[config.mk]
export PLATFORM = sky130hd
export DESIGN_NAME = darkroom_spi_frame_receiver
export DESIGN_NICKNAME = d
export VERILOG_FILES = /design/src/rtl/darkroom_spi_frame_receiver.sv
export SDC_FILE = /design/constraint.sdc
export NUM_CORES = 1
export LEC_CHECK = 0
export ABC_AREA = 1
export BUFFER_PORTS_ARGS = -buffer_cell sky130_fd_sc_hd__buf_2
export CAP_MARGIN = 25
export CORE_MARGIN = 4
export CORE_UTILIZATION = 31
export CTS_BUF_LIST = sky130_fd_sc_hd__clkbuf_4
export DETAILED_ROUTE_END_ITERATION = 8
export GPL_TIMING_DRIVEN = 0
export PLACE_DENSITY_LB_ADDON = 0.3
export SLEW_MARGIN = 20
export SYNTH_ARGS = -nofsm -noshare
export SYNTH_HDL_FRONTEND = slang
export SYNTH_SLANG_ARGS = --single-unit
[constraint.sdc]
create_clock -name clock -period 4.9 [get_ports clock]
set_input_delay 0.49 -clock clock [delete_from_list [all_inputs] [get_ports clock]]
set_output_delay 0.49 -clock clock [all_outputs]
set_load 0.01 [all_outputs]
[src/rtl/darkroom_spi_frame_receiver.sv]
// SPI slave receiving 256-bit DarkRoom sensor frames into a per-frame buffer.
// Committed frames are read back over an Avalon-MM slave using DarkRoom's map.
module darkroom_spi_frame_receiver #(
  parameter int NUMBER_OF_SENSORS = 8,
  parameter int GAP_TIMEOUT       = 2048
) (
  input  logic        clock,
  input  logic        reset_n,
  input  logic        sck_i,
  input  logic        ss_n_i,
  input  logic        mosi_i,
  input  logic [6:0]  address,
  input  logic        read,
  output logic [31:0] readdata,
  output logic        waitrequest,
  output logic        frame_done_o,
  output logic [3:0]  frame_index_o,
  output logic [7:0]  error_count_o
);

  localparam int NF = (NUMBER_OF_SENSORS + 7) / 8;
  localparam int GW = $clog2(GAP_TIMEOUT + 1);

  typedef enum logic [1:0] {IDLE, RECEIVE, COMMIT} state_t;

  logic [2:0]   sck_q, ss_q;
  logic [1:0]   mosi_q;
  state_t       state_q, state_d;
  logic [7:0]   shift_q, shift_d;
  logic [2:0]   bit_q, bit_d;
  logic [5:0]   byte_q, byte_d;
  logic         ovf_q, ovf_d;
  logic [255:0] stage_q, stage_d;
  logic [3:0]   idx_q, idx_d;
  logic [3:0]   last_q, last_d;
  logic [GW-1:0] gap_q, gap_d;
  logic [7:0]   err_q, err_d;
  logic [255:0] buf_q [NF];
  logic [255:0] buf_d [NF];
  logic [31:0]  rdata_q, rdata_d;
  logic         wr_q, wr_d;

  logic ss_s, ss_fall, ss_rise, sck_rise, mosi_s;
  logic [7:0] byte_in;

  assign ss_s     = ss_q[1];
  assign ss_fall  = ss_q[2] & ~ss_q[1];
  assign ss_rise  = ~ss_q[2] & ss_q[1];
  assign sck_rise = sck_q[1] & ~sck_q[2];
  assign mosi_s   = mosi_q[1];
  assign byte_in  = {shift_q[6:0], mosi_s};

  // Two-flop synchronisers plus an edge-detect stage; ss resets low so a
  // select held low across reset release is not mistaken for a fresh fall.
  always_ff @(posedge clock or negedge reset_n) begin
    if (!reset_n) begin
      sck_q  <= '0;
      ss_q   <= '0;
      mosi_q <= '0;
    end else begin
      sck_q  <= {sck_q[1:0], sck_i};
      ss_q   <= {ss_q[1:0], ss_n_i};
      mosi_q <= {mosi_q[0], mosi_i};
    end
  end

  // Frame FSM: assembly, length check, commit and gap-driven index reset.
  always_comb begin
    state_d = state_q;
    shift_d = shift_q;
    bit_d   = bit_q;
    byte_d  = byte_q;
    ovf_d   = ovf_q;
    stage_d = stage_q;
    idx_d   = idx_q;
    last_d  = last_q;
    gap_d   = gap_q;
    err_d   = err_q;
    buf_d   = buf_q;
    unique case (state_q)
      IDLE: begin
        if (ss_s && gap_q != GW'(GAP_TIMEOUT))
          gap_d = gap_q + 1'b1;
        if (gap_q == GW'(GAP_TIMEOUT))
          idx_d = '0;
        if (ss_fall) begin
          state_d = RECEIVE;
          bit_d   = '0;
          byte_d  = '0;
          ovf_d   = 1'b0;
          shift_d = '0;
        end
      end
      RECEIVE: begin
        if (ss_rise) begin
          if (byte_q == 6'd32 && bit_q == 3'd0 && !ovf_q) begin
            state_d = COMMIT;
          end else begin
            state_d = IDLE;
            if (err_q != 8'hFF)
              err_d = err_q + 1'b1;
          end
        end else if (sck_rise && !ss_s) begin
          shift_d = byte_in;
          bit_d   = bit_q + 1'b1;
          if (bit_q == 3'd7) begin
            if (byte_q == 6'd32) begin
              ovf_d = 1'b1;
            end else begin
              stage_d[{byte_q[4:0], 3'b000} +: 8] = byte_in;
              byte_d = byte_q + 1'b1;
            end
          end
        end
      end
      COMMIT: begin
        for (int f = 0; f < NF; f++)
          if (idx_q == 4'(f))
            buf_d[f] = stage_q;
        last_d  = idx_q;
        idx_d   = (idx_q == 4'(NF - 1)) ? 4'd0 : idx_q + 1'b1;
        gap_d   = '0;
        state_d = IDLE;
      end
      default: state_d = IDLE;
    endcase
  end

  // Avalon read: capture on the accepting edge, one cycle of waitrequest.
  always_comb begin
    rdata_d = rdata_q;
    wr_d    = read & ~wr_q;
    if (read && !wr_q) begin
      rdata_d = '0;
      for (int f = 0; f < NF; f++)
        if (address[6:3] == 4'(f))
          rdata_d = buf_q[f][{address[2:0], 5'b00000} +: 32];
    end
  end

  // State and datapath registers.
  always_ff @(posedge clock or negedge reset_n) begin
    if (!reset_n) begin
      state_q <= IDLE;
      shift_q <= '0;
      bit_q   <= '0;
      byte_q  <= '0;
      ovf_q   <= 1'b0;
      stage_q <= '0;
      idx_q   <= '0;
      last_q  <= '0;
      gap_q   <= '0;
      err_q   <= '0;
      rdata_q <= '0;
      wr_q    <= 1'b0;
      for (int f = 0; f < NF; f++)
        buf_q[f] <= '0;
    end else begin
      state_q <= state_d;
      shift_q <= shift_d;
      bit_q   <= bit_d;
      byte_q  <= byte_d;
      ovf_q   <= ovf_d;
      stage_q <= stage_d;
      idx_q   <= idx_d;
      last_q  <= last_d;
      gap_q   <= gap_d;
      err_q   <= err_d;
      rdata_q <= rdata_d;
      wr_q    <= wr_d;
      for (int f = 0; f < NF; f++)
        buf_q[f] <= buf_d[f];
    end
  end

  assign frame_done_o  = (state_q == COMMIT);
  assign frame_index_o = last_q;
  assign error_count_o = err_q;
  assign readdata      = rdata_q;
  assign waitrequest   = wr_q;

endmodule
**Word-level counts from Yosys, hierarchy flattened**

Index checks and enable logic that the tools add are counted.

- Add/subtract/negate cells: 6
- Equal/unequal tests: 16
- Shift operators: 3
- Muxes and demuxes: 31
- Bitwise gates (word level): 11
- Reductions and logical operators: 23

Operators by type and width:

| cell | number |
|---|---|
| bitwise mux 256 bit | 1 |
| variable shift 8 x 10 -> 256 bit (first input constant) | 1 |
| variable part select 256 x 9 -> 32 bit | 1 |
| variable part select 8 x 10 -> 256 bit | 1 |
| 2-to-1 mux 32 bit | 1 |
| 2-to-1 mux 6 bit | 5 |
| case mux 12 bit (2 select lines) | 1 |
| 2-to-1 mux 7 bit | 3 |
| != test 2 bit (second input constant) | 9 |
| case mux 7 bit (2 select lines) | 1 |
| adder 12 x 1 -> 12 bit (second input constant) | 1 |
| == test 12 bit (second input constant) | 1 |
| 2-to-1 mux 12 bit | 1 |
| != test 12 bit (second input constant) | 1 |
| case mux 6 bit (2 select lines) | 1 |
| AND reduction 6 bit | 2 |
| negation 8 -> 10 bit | 1 |
| 2-to-1 mux 3 bit | 3 |
| adder 8 x 1 -> 8 bit (second input constant) | 1 |
| zero test 4 bit | 2 |
| 2-to-1 mux 4 bit | 2 |
| != test 8 bit (second input constant) | 1 |
| case mux 4 bit (2 select lines) | 1 |
| AND reduction 2 bit | 4 |
| other kinds (21) | 44 |

- Register bits: 600
- Bits of input ports: 13
- Output and inout port bits: 46
- Word-level logic and storage cells: 106

**Longest topological paths before layout**

Gate-level depths: netlist of the first run.

- Depth after elaboration: 6
- Gate-level depth with buffers: 14
- Gate-level depth less buffers: 12

**Worst setup path before layout of the first run**

OpenSTA, ideal clock, no wires.

- Kind: flip-flop to flip-flop
- Start: reg byte_q[0]
- End: reg stage_q[66]
- Library setup time: 0.066 ns
- Arrival: 1.925 ns
- Data required time: 4.834 ns
- Slack: 2.910 ns
- Cell stages (with the launch flop): 12
- Buffers on the path: 2
- Period minus slack after synthesis: 1.990 ns
- Path through: dfrtp_1 > inv_1 > ha_1 > clkbuf_2 > nor2_1 > nand2_1 > nor2_4 > inv_2 > nor2_4 > buf_2 > nand3_1 > nand2_1

- Longest elaborated chain between the ends: 3
- Elaborated cells on any way between the ends: 7
- Those cells by class: add/sub (1); eq/ne (1); shift (2); mux (1); bitwise (1); reduce/logical (1)

Ends and longest elaborated chain:

| item | RTL line | RTL |
|---|---|---|
| from (decl) | 31 | `logic [5:0] byte_q, byte_d;` |
| from (signal assigned) | 162 | `byte_q <= byte_d;` |
| negation 8 -> 10 bit / == test 6 bit (equally long branches) | 110, 107 |  |
| variable part select 8 x 10 -> 256 bit (tied with other cells) | 110 | `stage_d[{byte_q[4:0], 3'b000} +: 8] = byte_in;` |
| bitwise mux 256 bit / AND reduction 5 bit (equally long branches) | -- |  |
| to (signal assigned) | 164 | `stage_q <= stage_d;` |
| to (decl) | 33 | `logic [255:0] stage_q, stage_d;` |

Several ways; a longest one is shown, not always the timed one.
A chain may end at the register's enable or synchronous reset.

**Worst setup path in the final report of the first run**

- Start: reg idx_q[0]
- End: reg buf_q[59] (netlist name)

- Longest elaborated chain between the ends: 2

Ends and longest elaborated chain:

| item | RTL line | RTL |
|---|---|---|
| from (decl) | 34 | `logic [3:0] idx_q, idx_d;` |
| from (signal assigned) | 165 | `idx_q <= idx_d;` |
| zero test 4 bit | 118 | `if (idx_q == 4'(f))` |
| AND reduction 2 bit (no source line) | -- |  |
| to (signal, indexed assignment) | 172 | `buf_q[f] <= buf_d[f];` |
| to (decl) | 38 | `logic [255:0] buf_q [NF];` |

Every way passes these cells.

==> flow_summary_export.csv, run 1 <==
group,metric,value,unit
run_status,status,"finished clean",
timing,fin_crit,3.18,ns
clocking,cts_sinks,600,
critical_path,arrival,4.07,ns
final_layout,areaGrowthSynthToFinish,15.8,%
timing,finClkSkew,0.108,ns
floorplanning,rows,107,
clocking,path_clk_slew,0.06,ns
placement,port_buffers,55,
timing,rsz0062_at_grt,"false",
critical_path,path_cells,"inv_1, ha_1, nand3_1, clkbuf_1, clkbuf_1, buf_2, a21oi_1",
floorplanning,top_level_ports,59,
pwr,total_power,10300,uW
drt,drt_wl_total,91500,um
placement,gp_congestion,0.904,
pwr,powerDensity,333,nW/um^2
timing,finalCritPeriodShare,64.8,%
critical_path,end_kind,"register",
floorplanning,die_h,302,um
drt,num_vias,22509,
yosys,synthTopCellsByArea,"dfrtp_1, nand2_1, nand3_1",
timing,timing.fmax,0.315,GHz
timing,setup_violations,0,
yosys,ys_seq_area_share,56.1,%
critical_path,critical_path.most_common_cell,"clkbuf_1",
grt,gr-usage-all-layers,20.1,%
worst_hold_path,min_path_type,"in2reg",
critical_path,worstSetupStartpointType,"register",
clocking,cts-buffers-inserted,167,
critical_path,cp.required,5.80,ns
drt,detail-route-antenna-nets,0,
yosys,synth_edf_count,0,
yosys,syn-cell-area,26800,sq um
yosys,netlist_instances,2967,
yosys,synth.most_common_cell,"nand2_1",
yosys,ys.flop_type,"dfrtp_1",
critical_path,crit_fanout,10,
yosys,synth_fp_nets,2993,
timing,slew_headroom,22.7,%
floorplanning,die_x,302,um
placement,dp_hpwl,66300,um
clocking,htreeDepth,4,
drt,dr.first_iter.drc_count,1877,
timing,final_hold_viol_count,0,
grt,grt_max_degree,96,
yosys,avgSynthCellArea,9.02,sq um
drt,drc,0,
grt,overflow,0,
yosys,ys_ff_latch,600,
flow_run,cap_viol_max_count,0,
clocking,clockBufferDepth,3,
grt,first_global_vias,21819,
clocking,clk_latency,1.06,ns
yosys,yosys_warnings,0,
floorplanning,core,85400,sq um
timing,fin_tns_setup,0,ns
grt,antenna_found_initial,2,
pwr,vdd_drop_max,0.000174,V
floorplanning,floorplan.initialDensity,31.3,%
timing,worst_pin_slew,1.16,ns
critical_path,worstSetupPathType,"reg2reg",
drt,drtPass1Iterations,5,
final_layout,layout-drive-gt1-share,18.4,%
grt,grt_pass1_wl,137000,um
floorplanning,die_area,91100,sq um
final_layout,final_nets,3237,
yosys,async_reset_ff_share,100,%
clocking,cts_tree,"done",
critical_path,critical-path-max-stage-delay,0.63,ns
drt,vias_per_cell,5.02,
placement,dp_cells,4176,
timing,drv_slew,0,
final_layout,fin_cells,4485,
critical_path,worst_path_max_delay_cell,"clkbuf_1",
clocking,cts_resized,0,
timing,hold_slack,0.139,ns
yosys,synth_largest_area_cell,"dfrtp_1",
clocking,cts_root_buffer,"clkbuf_4",
drt,routedWlPerCell,20.4,um
yosys,yosys.area.top_type_share,56.1,%
yosys,synth_commonest_cells,"nand2_1, dfrtp_1, nand3_1, nor2_1",
yosys,post_synth_num_cell_types,35,
pwr,p_leak,0.0162,uW
==> registers in the layout (all words and copies together) (netlist names) <==
register	count
bit_q	3
buf_q	256
byte_q	6
error_count_o	8
frame_index_o	4
gap_q	12
idx_q	4
mosi_q	2
ovf_q	1
readdata	32
sck_q	3
shift_q	7
ss_q	3
stage_q	256
state_q	2
waitrequest	1
==> logic make-up (layout without fill, tap and decap cells) <==
logic type	count (synthesis)	after routing	synth area share [%]
compound gates	366	366	7.48
xor+xnor	12	12	0.393
simple gates	1462	1462	24.0
flops	600	600	56.1
fa+ha+maj	13	13	0.607
mux	128	128	5.38
buf+inv	386	756	6.10
other cells	0	4	0
==> layout by cell type, fill, tap and decap left out, types with 8 or more instances in the layout <==
master and n:
o21ai_0 87, nand4_1 94, o211ai_1 64, buf_1 15
ha_1 13, dlygate4sd3_1 9, buf_4 25, clkinv_1 24
inv_2 12, nand3_1 324, nand2_1 752, nor2_4 16
mux2_2 128, clkbuf_1 79, nor3_1 21, inv_1 194
clkbuf_4 253, o21ai_1 13, nand2_2 14, nor2_1 218
dfrtp_1 600, buf_2 111, a21oi_1 194, xor2_1 8
==> path summary, 6_finish.rpt <==
| path | start | endpoint | slack (ns) | cells past startpoint |
|---|---|---|---|---|
| max | idx_q[0]$_DFFE_PN0P_ | buf_q[59]$_DFFE_PN0P_ | 1.72 | 7 |
| min in group asynchronous | reset_n | gap_q[0]$_DFFE_PN0P_ | 0.58 | 3 |
| max reg2reg | idx_q[0]$_DFFE_PN0P_ | buf_q[59]$_DFFE_PN0P_ | 1.72 | 7 |
| min | sck_i | sck_q[0]$_DFF_PN0_ | 0.14 | 2 |
| min reg2reg | mosi_q[0]$_DFF_PN0_ | mosi_q[1]$_DFF_PN0_ | 0.36 | 0 |
| max in group asynchronous | reset_n | stage_q[166]$_DFFE_PN0P_ | 2.98 | 5 |
==> layout make-up <==
| cell class | instances | area [sq um] |
|---|---|---|
| clock inverters | 42 | 278 |
| fillers | 9018 | 54400 |
| flip-flops and latches | 600 | 15000 |
| multi-input cells | 1981 | 10100 |
| inverters | 207 | 777 |
| well taps | 1144 | 1430 |
| diodes | 4 | 10.0 |
| repair buffers | 75 | 618 |
| plain buffers | 179 | 857 |
| clock buffers | 253 | 1900 |
==> routing by layer <==
| metal | global-route usage, % | share of wire [%] | vias up |
|---|---|---|---|
| met3 | 4.85 | 8.1 | 196 |
| met5 | 0.317 | 0 | - |
| met4 | 8.84 | 3.9 | 0 |
| met2 | 29.7 | 43 | 861 |
| met1 | 28.0 | 45 | 11037 |
| li1 | - | - | 10415 |
==> power breakdown <==
group          internal, uW  switching [uW]  leakage (uW)
registers              5000            58.3       0.00835
clock network          2430            2270       0.00129
logic                   157             404       0.00659
==> timing repair <==
item,CTS,global route
endpoints found under the hold margin,208,0
endpoints found under the setup margin,0,0
hold buffers,10,0
buffers inserted,0,0
==> stage by stage <==
step	utilization, %	worst slack (ns)	cell area [sq um]
6_report	36.3	1.72	31000
2_1_floorplan	-	2.91	26800
3_3_place_gp	33.3	-10.01	28500
5_1_grt	36.3	1.72	31000
4_1_cts	36.3	1.79	31000
3_5_place_dp	33.6	1.78	28700
==> critical path, delay by kind of cell, from the launching register on <==
family / cells / cell delay (ns)
buffers and inverters: 4 / 1.77
AOI/OAI and AO/OA: 1 / 0.13
DFF: 1 / 0.37
adders and majority gates: 1 / 0.22
and+or+nand+nor: 1 / 0.57
No activity file was read; power rests on OpenSTA's default activity.
==> run 2, diff against run 1 <==
Clock period 4.9 ns to 3 ns, I/O delays scaled along.
==> run 2 against run 1 <==
  * Maximum frequency up 7.7%
  * Non-clock buffer count is 6 higher
  * Highest routed layer unchanged
  * Clock power up 64%
  * First-iteration DRC count rose by 2.1%
  * Sequential power rose by 63%
  * Critical endpoint is now buf_q[191]$_DFFE_PN0P_
  * Die area did not move
  * Core utilization rose by 0.10 points
  * Largest cell class unchanged
  * Combinational power up 65%
==> flow_summary_export.csv, run 2 (synthesized netlist as in run 1, its figures left out) <==
group,metric,value,unit
final_layout,final_common_cell,"nand2_1",
clocking,cts_tree,"done",
drt,routedWlPerCell,20.4,um
critical_path,end_kind,"register",
final_layout,layout-drive-gt1-share,18.5,%
final_layout,areaGrowthSynthToFinish,16.1,%
pwr,powerDensity,543,nW/um^2
timing,setup_violations,0,
grt,grt_pass1_wl,137000,um
critical_path,worstSetupPathType,"reg2reg",
grt,gr-usage-all-layers,20.2,%
floorplanning,die_h,302,um
drt,drt_wl_total,91800,um
pwr,p_comb_share,5.5,%
timing,slew_headroom,22.9,%
drt,drc,0,
grt,overflow,0,
drt,drtPass1Iterations,6,
clocking,cts_setup_buffers,0,
grt,grt_max_degree,96,
floorplanning,die_area,91100,sq um
clocking,clockBufferDepth,3,
timing,rsz0062_at_grt,"false",
worst_hold_path,hold-path-cell-count,5,
timing,worst_pin_slew,1.16,ns
placement,dp_hpwl,66300,um
clocking,path_clk_slew,0.07,ns
pwr,netSwitchingFraction,26.5,%
pwr,p_switching,4480,uW
critical_path,arrival,3.83,ns
timing,drv_slew,0,
critical_path,r2r-start,"idx_q[0]$_DFFE_PN0P_",
grt,first_global_vias,21862,
critical_path,r2r_cells,7,
critical_path,worstSetupStartpointType,"register",
drt,dr.first_iter.drc_count,1917,
critical_path,r2r-end,"buf_q[191]$_DFFE_PN0P_",
timing,fin_crit,2.95,ns
pwr,power_frac_clock,45.5,%
placement,port_buffers,55,
run_status,status,"finished clean",
final_layout,final_cell_area,31100,sq um
critical_path,crit_fanout,10,
clocking,cts_sinks,600,
pwr,p_leak,0.0163,uW
timing,finClkSkew,0.110,ns
grt,antenna_found_initial,2,
pwr,vdd_drop_max,0.000284,V
placement,dpl-instance-area,28700,sq um
drt,num_vias,22440,
floorplanning,die_x,302,um
floorplanning,top_level_ports,59,
final_layout,multi_input_area,10100,sq um
timing,setup_slack,0.0492,ns
clocking,cts-buffers-inserted,167,
pwr,total_power,16900,uW
placement,gp_congestion,0.904,
worst_hold_path,min_from,"address[0]",
clocking,htreeDepth,4,
pwr,intPower,12400,uW
timing,final_hold_viol_count,0,
flow_run,cap_viol_max_count,0,
drt,vias_per_cell,5.00,
timing,finalCritPeriodShare,98.4,%
floorplanning,floorplan.initialDensity,31.3,%
drt,detail-route-antenna-nets,0,
placement,pre_cts_slack,-0.122,ns
floorplanning,core,85400,sq um
clocking,cts_root_buffer,"clkbuf_4",
final_layout,final_nets,3243,
worst_hold_path,min_to,"readdata[20]$_DFFE_PN0P_",
timing,timing.fmax,0.339,GHz
final_layout,ff_latch_area,15000,sq um
final_layout,fill_cells,9009,
pwr,seqPwrFrac,49.0,%
clocking,clk_latency,1.05,ns
final_layout,final_cell_mix,"nand2_1, dfrtp_1, nand3_1",
critical_path,cp.required,3.88,ns
floorplanning,rows,107,
critical_path,r2r_setup_slack,0.05,ns
worst_hold_path,min_path_type,"in2reg",
[run 2: cell count changes in the layout (fill, tap and decap cells not counted), sizes merged]
cell,previous run,this run
dlygate4sd3,9,15
[run 2: through the flow]
stage                     util [%]  hold slack, ns  std cells  setup TNS [ns]
after floorplan                  -         0.00441       2967               0
after global placement        33.3           0.336       4166        -6996.26
after detailed placement      33.6           0.335       4176           -2.63
after CTS                     36.4          0.0203       4487               0
after global routing          36.4          0.0963       4491               0
final                         36.4           0.177       4491               0
[run 2: timing repair]
item	4_1_cts	5_1_grt
hold buffers	16	0
gates resized for setup	1	9
setup endpoints to repair	67	19
hold endpoints to repair	308	0
[run 2: power by group through the flow]
stage	sequential, uW	clock [uW]	combinational (uW)
detailed placement	8410	0	914
CTS	8260	7880	937
global placement	8420	0	873
global route	8270	8330	1040
finish	8270	7690	927
floorplan	8410	0	427
[run 2: how the worst max path moves through the flow]
stage,from,end,slack (ns),depth (start not counted)
floorplan,byte_q[0]$_DFFE_PN0P_,stage_q[66]$_DFFE_PN0P_,1.01,11
global placement,reset_n,buf_q[167]$_DFFE_PN0P_,-11.72,1
detailed placement,idx_q[0]$_DFFE_PN0P_,buf_q[59]$_DFFE_PN0P_,-0.12,7
CTS,byte_q[0]$_DFFE_PN0P_,stage_q[34]$_DFFE_PN0P_,0.11,11
global route,byte_q[1]$_DFFE_PN0P_,stage_q[134]$_DFFE_PN0P_,0.004,11
finish,idx_q[0]$_DFFE_PN0P_,buf_q[191]$_DFFE_PN0P_,0.05,7
[run 2: worst max-delay path, cell delays in order (launching register included)]
cell,delay [ns]
dfrtp_1,0.37
inv_1,0.09
ha_1,0.22
nand3_1,0.56
clkbuf_1,0.55
buf_2,0.48
buf_2,0.41
a21oi_1,0.12
[run 2: final cells by class]
class / count / share of cell area, %
Multi-Input combinational cell: 1981 / 32.6
Clock inverter: 42 / 0.893
Clock buffer: 253 / 6.11
Tap cell: 1144 / 4.60
Buffer: 179 / 2.77
Antenna cell: 4 / 0.0322
Timing Repair Buffer: 81 / 2.20
Inverter: 207 / 2.50
Sequential cell: 600 / 48.3
[run 2: metal layers]
layer,routed length (um),vias up,global-route usage (%),part of all wire (%)
met2,39700,893,29.7,43
li1,-,10414,-,-
met4,3560,0,8.91,3.9
met3,7310,193,4.85,8.0
met1,41200,10940,28.2,45
met5,0,-,0.317,0
==> run 3, diff against run 2 <==
Clock period 3 ns to 2.9 ns, I/O delays scaled along.
==> run 3 against run 2 <==
  * Final cell count increased by 0.18%
  * Total power increased by 3.4%
  * Routed wire length increased by 0.11%
  * Sequential power increased by 3.4%
  * Hold slack got worse by 0.049 ns
  * Via count increased by 0.74%
  * Die area unchanged
  * Critical path depth increased by 2
  * Core utilization increased by 0.083 points
  * Final area increased by 0.23%
  * Largest cell class unchanged
==> flow_summary_export.csv, run 3 (synthesized netlist as in run 1, its figures left out) <==
group,metric,value,unit
run_status,status,"finished clean",
timing,setup_slack,0.104,ns
pwr,seqPwrFrac,49.0,%
drt,vias_per_cell,5.02,
pwr,intPower,12800,uW
pwr,p_switching,4620,uW
timing,setup_violations,0,
floorplanning,floorplan.initialDensity,31.3,%
pwr,powerDensity,560,nW/um^2
floorplanning,die_area,91100,sq um
placement,dp_cells,4176,
grt,gr-usage-all-layers,20.2,%
pwr,vdd_drop_max,0.000296,V
worst_hold_path,min_from,"address[0]",
final_layout,fin_cells,4499,
drt,num_vias,22607,
critical_path,r2r_cells,9,
drt,dr.first_iter.drc_count,1879,
placement,port_buffers,55,
drt,detail-route-antenna-nets,0,
pwr,p_comb_share,5.5,%
timing,slew_headroom,22.4,%
clocking,cts_tree,"done",
timing,finalCritPeriodShare,96.4,%
critical_path,worstSetupPathType,"reg2reg",
grt,gr-usage-met2,29.7,%
pwr,netSwitchingFraction,26.5,%
drt,drtPass1Iterations,7,
pwr,p_leak,0.0163,uW
grt,met3_usage,4.85,%
final_layout,final_nets,3250,
timing,hold_slack,0.128,ns
grt,grt_max_degree,96,
floorplanning,die_h,302,um
floorplanning,die_x,302,um
flow_run,cap_viol_max_count,0,
clocking,cts-buffers-inserted,167,
critical_path,arrival,3.77,ns
timing,worst_pin_slew,1.16,ns
grt,first_global_vias,21862,
placement,pre_cts_slack,-0.222,ns
clocking,clk_latency,1.06,ns
placement,gp_congestion,0.904,
floorplanning,top_level_ports,59,
placement,dp_hpwl,66300,um
final_layout,final_common_cell,"nand2_1",
floorplanning,core,85400,sq um
final_layout,layout-drive-gt1-share,18.7,%
critical_path,r2r-end,"stage_q[209]$_DFFE_PN0P_",
grt,grt_use_met1,28.2,%
pwr,power_frac_clock,45.5,%
clocking,clockBufferDepth,3,
grt,busiest_layer,"met2",
critical_path,cp.required,3.87,ns
drt,drt_wl_total,91900,um
critical_path,end_kind,"register",
timing,final_hold_viol_count,0,
drt,routedWlPerCell,20.4,um
critical_path,worstSetupStartpointType,"register",
final_layout,areaGrowthSynthToFinish,16.4,%
grt,overflow,0,
timing,timing.fmax,0.358,GHz
floorplanning,rows,107,
critical_path,r2r-start,"byte_q[1]$_DFFE_PN0P_",
timing,finClkSkew,0.114,ns
clocking,path_clk_slew,0.07,ns
timing,rsz0062_at_grt,"true",
timing,drv_slew,0,
clocking,htreeDepth,4,
critical_path,r2r_setup_slack,0.10,ns
worst_hold_path,min_path_type,"in2reg",
clocking,cts_root_buffer,"clkbuf_4",
drt,drc,0,
clocking,cts_sinks,600,
worst_hold_path,min_to,"readdata[1]$_DFFE_PN0P_",
timing,fin_tns_setup,0,ns
grt,grt_pass1_wl,137000,um
grt,antenna_found_initial,2,
critical_path,crit_fanout,8,
worst_hold_path,hold-path-cell-count,5,
pwr,total_power,17500,uW
timing,fin_crit,2.80,ns
final_layout,final_cell_mix,"nand2_1, dfrtp_1, nand3_1",
run 3: cell types whose count changed in the layout (fill, tap and decap cells not counted):
cell	change
buf_12	+1
clkbuf_1	-3
diode_2	+1
clkbuf_2	+3
buf_4	+6
run 3: how the worst max path moves through the flow:
stage,from,end
3_3_place_gp,reset_n,buf_q[167]$_DFFE_PN0P_
2_1_floorplan,byte_q[0]$_DFFE_PN0P_,stage_q[66]$_DFFE_PN0P_
5_1_grt,byte_q[1]$_DFFE_PN0P_,stage_q[209]$_DFFE_PN0P_
3_5_place_dp,idx_q[0]$_DFFE_PN0P_,buf_q[59]$_DFFE_PN0P_
6_report,byte_q[1]$_DFFE_PN0P_,stage_q[209]$_DFFE_PN0P_
4_1_cts,byte_q[0]$_DFFE_PN0P_,stage_q[34]$_DFFE_PN0P_
run 3: metrics by stage:
stage                     util, %  cell area (sq um)
after floorplan                 -              26800
after global placement       33.3              28500
after detailed placement     33.6              28700
after CTS                    36.4              31100
after global routing         36.5              31200
final                        36.5              31200
run 3: per-layer routing:
metal	wire, um	part of all wire (%)
met5	0	0
met1	41100	45
met4	3800	4.1
met2	39600	43
met3	7380	8.0
run 3: cell type report:
cell class	count	area (sq um)
Inverter	207	777
Clock inverter	42	278
Antenna cell	5	12.5
Timing Repair Buffer	88	751
Tap cell	1144	1430
Fill cell	9003	54200
Clock buffer	253	1900
Buffer	179	865
Sequential cell	600	15000
Multi-Input combinational cell	1981	10100
run 3: worst max-delay path, cell delays in order, from the launching register on:
cell      delay [ns]
dfrtp_1         0.49
inv_1           0.13
ha_1            0.30
clkbuf_2        0.17
inv_1           0.11
nor2_1          0.41
nand3_1         0.48
nor2_1          0.38
nand3_1         0.12
o21ai_0         0.18
run 3: power groups by stage:
stage / clock (uW) / sequential, uW / combinational, uW
2_1_floorplan: 0 / 8700 / 442
3_3_place_gp: 0 / 8710 / 903
3_5_place_dp: 0 / 8700 / 946
4_1_cts: 8160 / 8550 / 969
5_1_grt: 8620 / 8560 / 1070
6_report: 7940 / 8550 / 959
run 3: repair_timing:
action | in CTS | in global routing
pin swaps | 0 | 4
setup buffers | 0 | 7
endpoints found under the hold margin | 309 | 0
endpoints found under the setup margin | 82 | 103
hold buffers | 16 | 0
resized for setup | 1 | 16
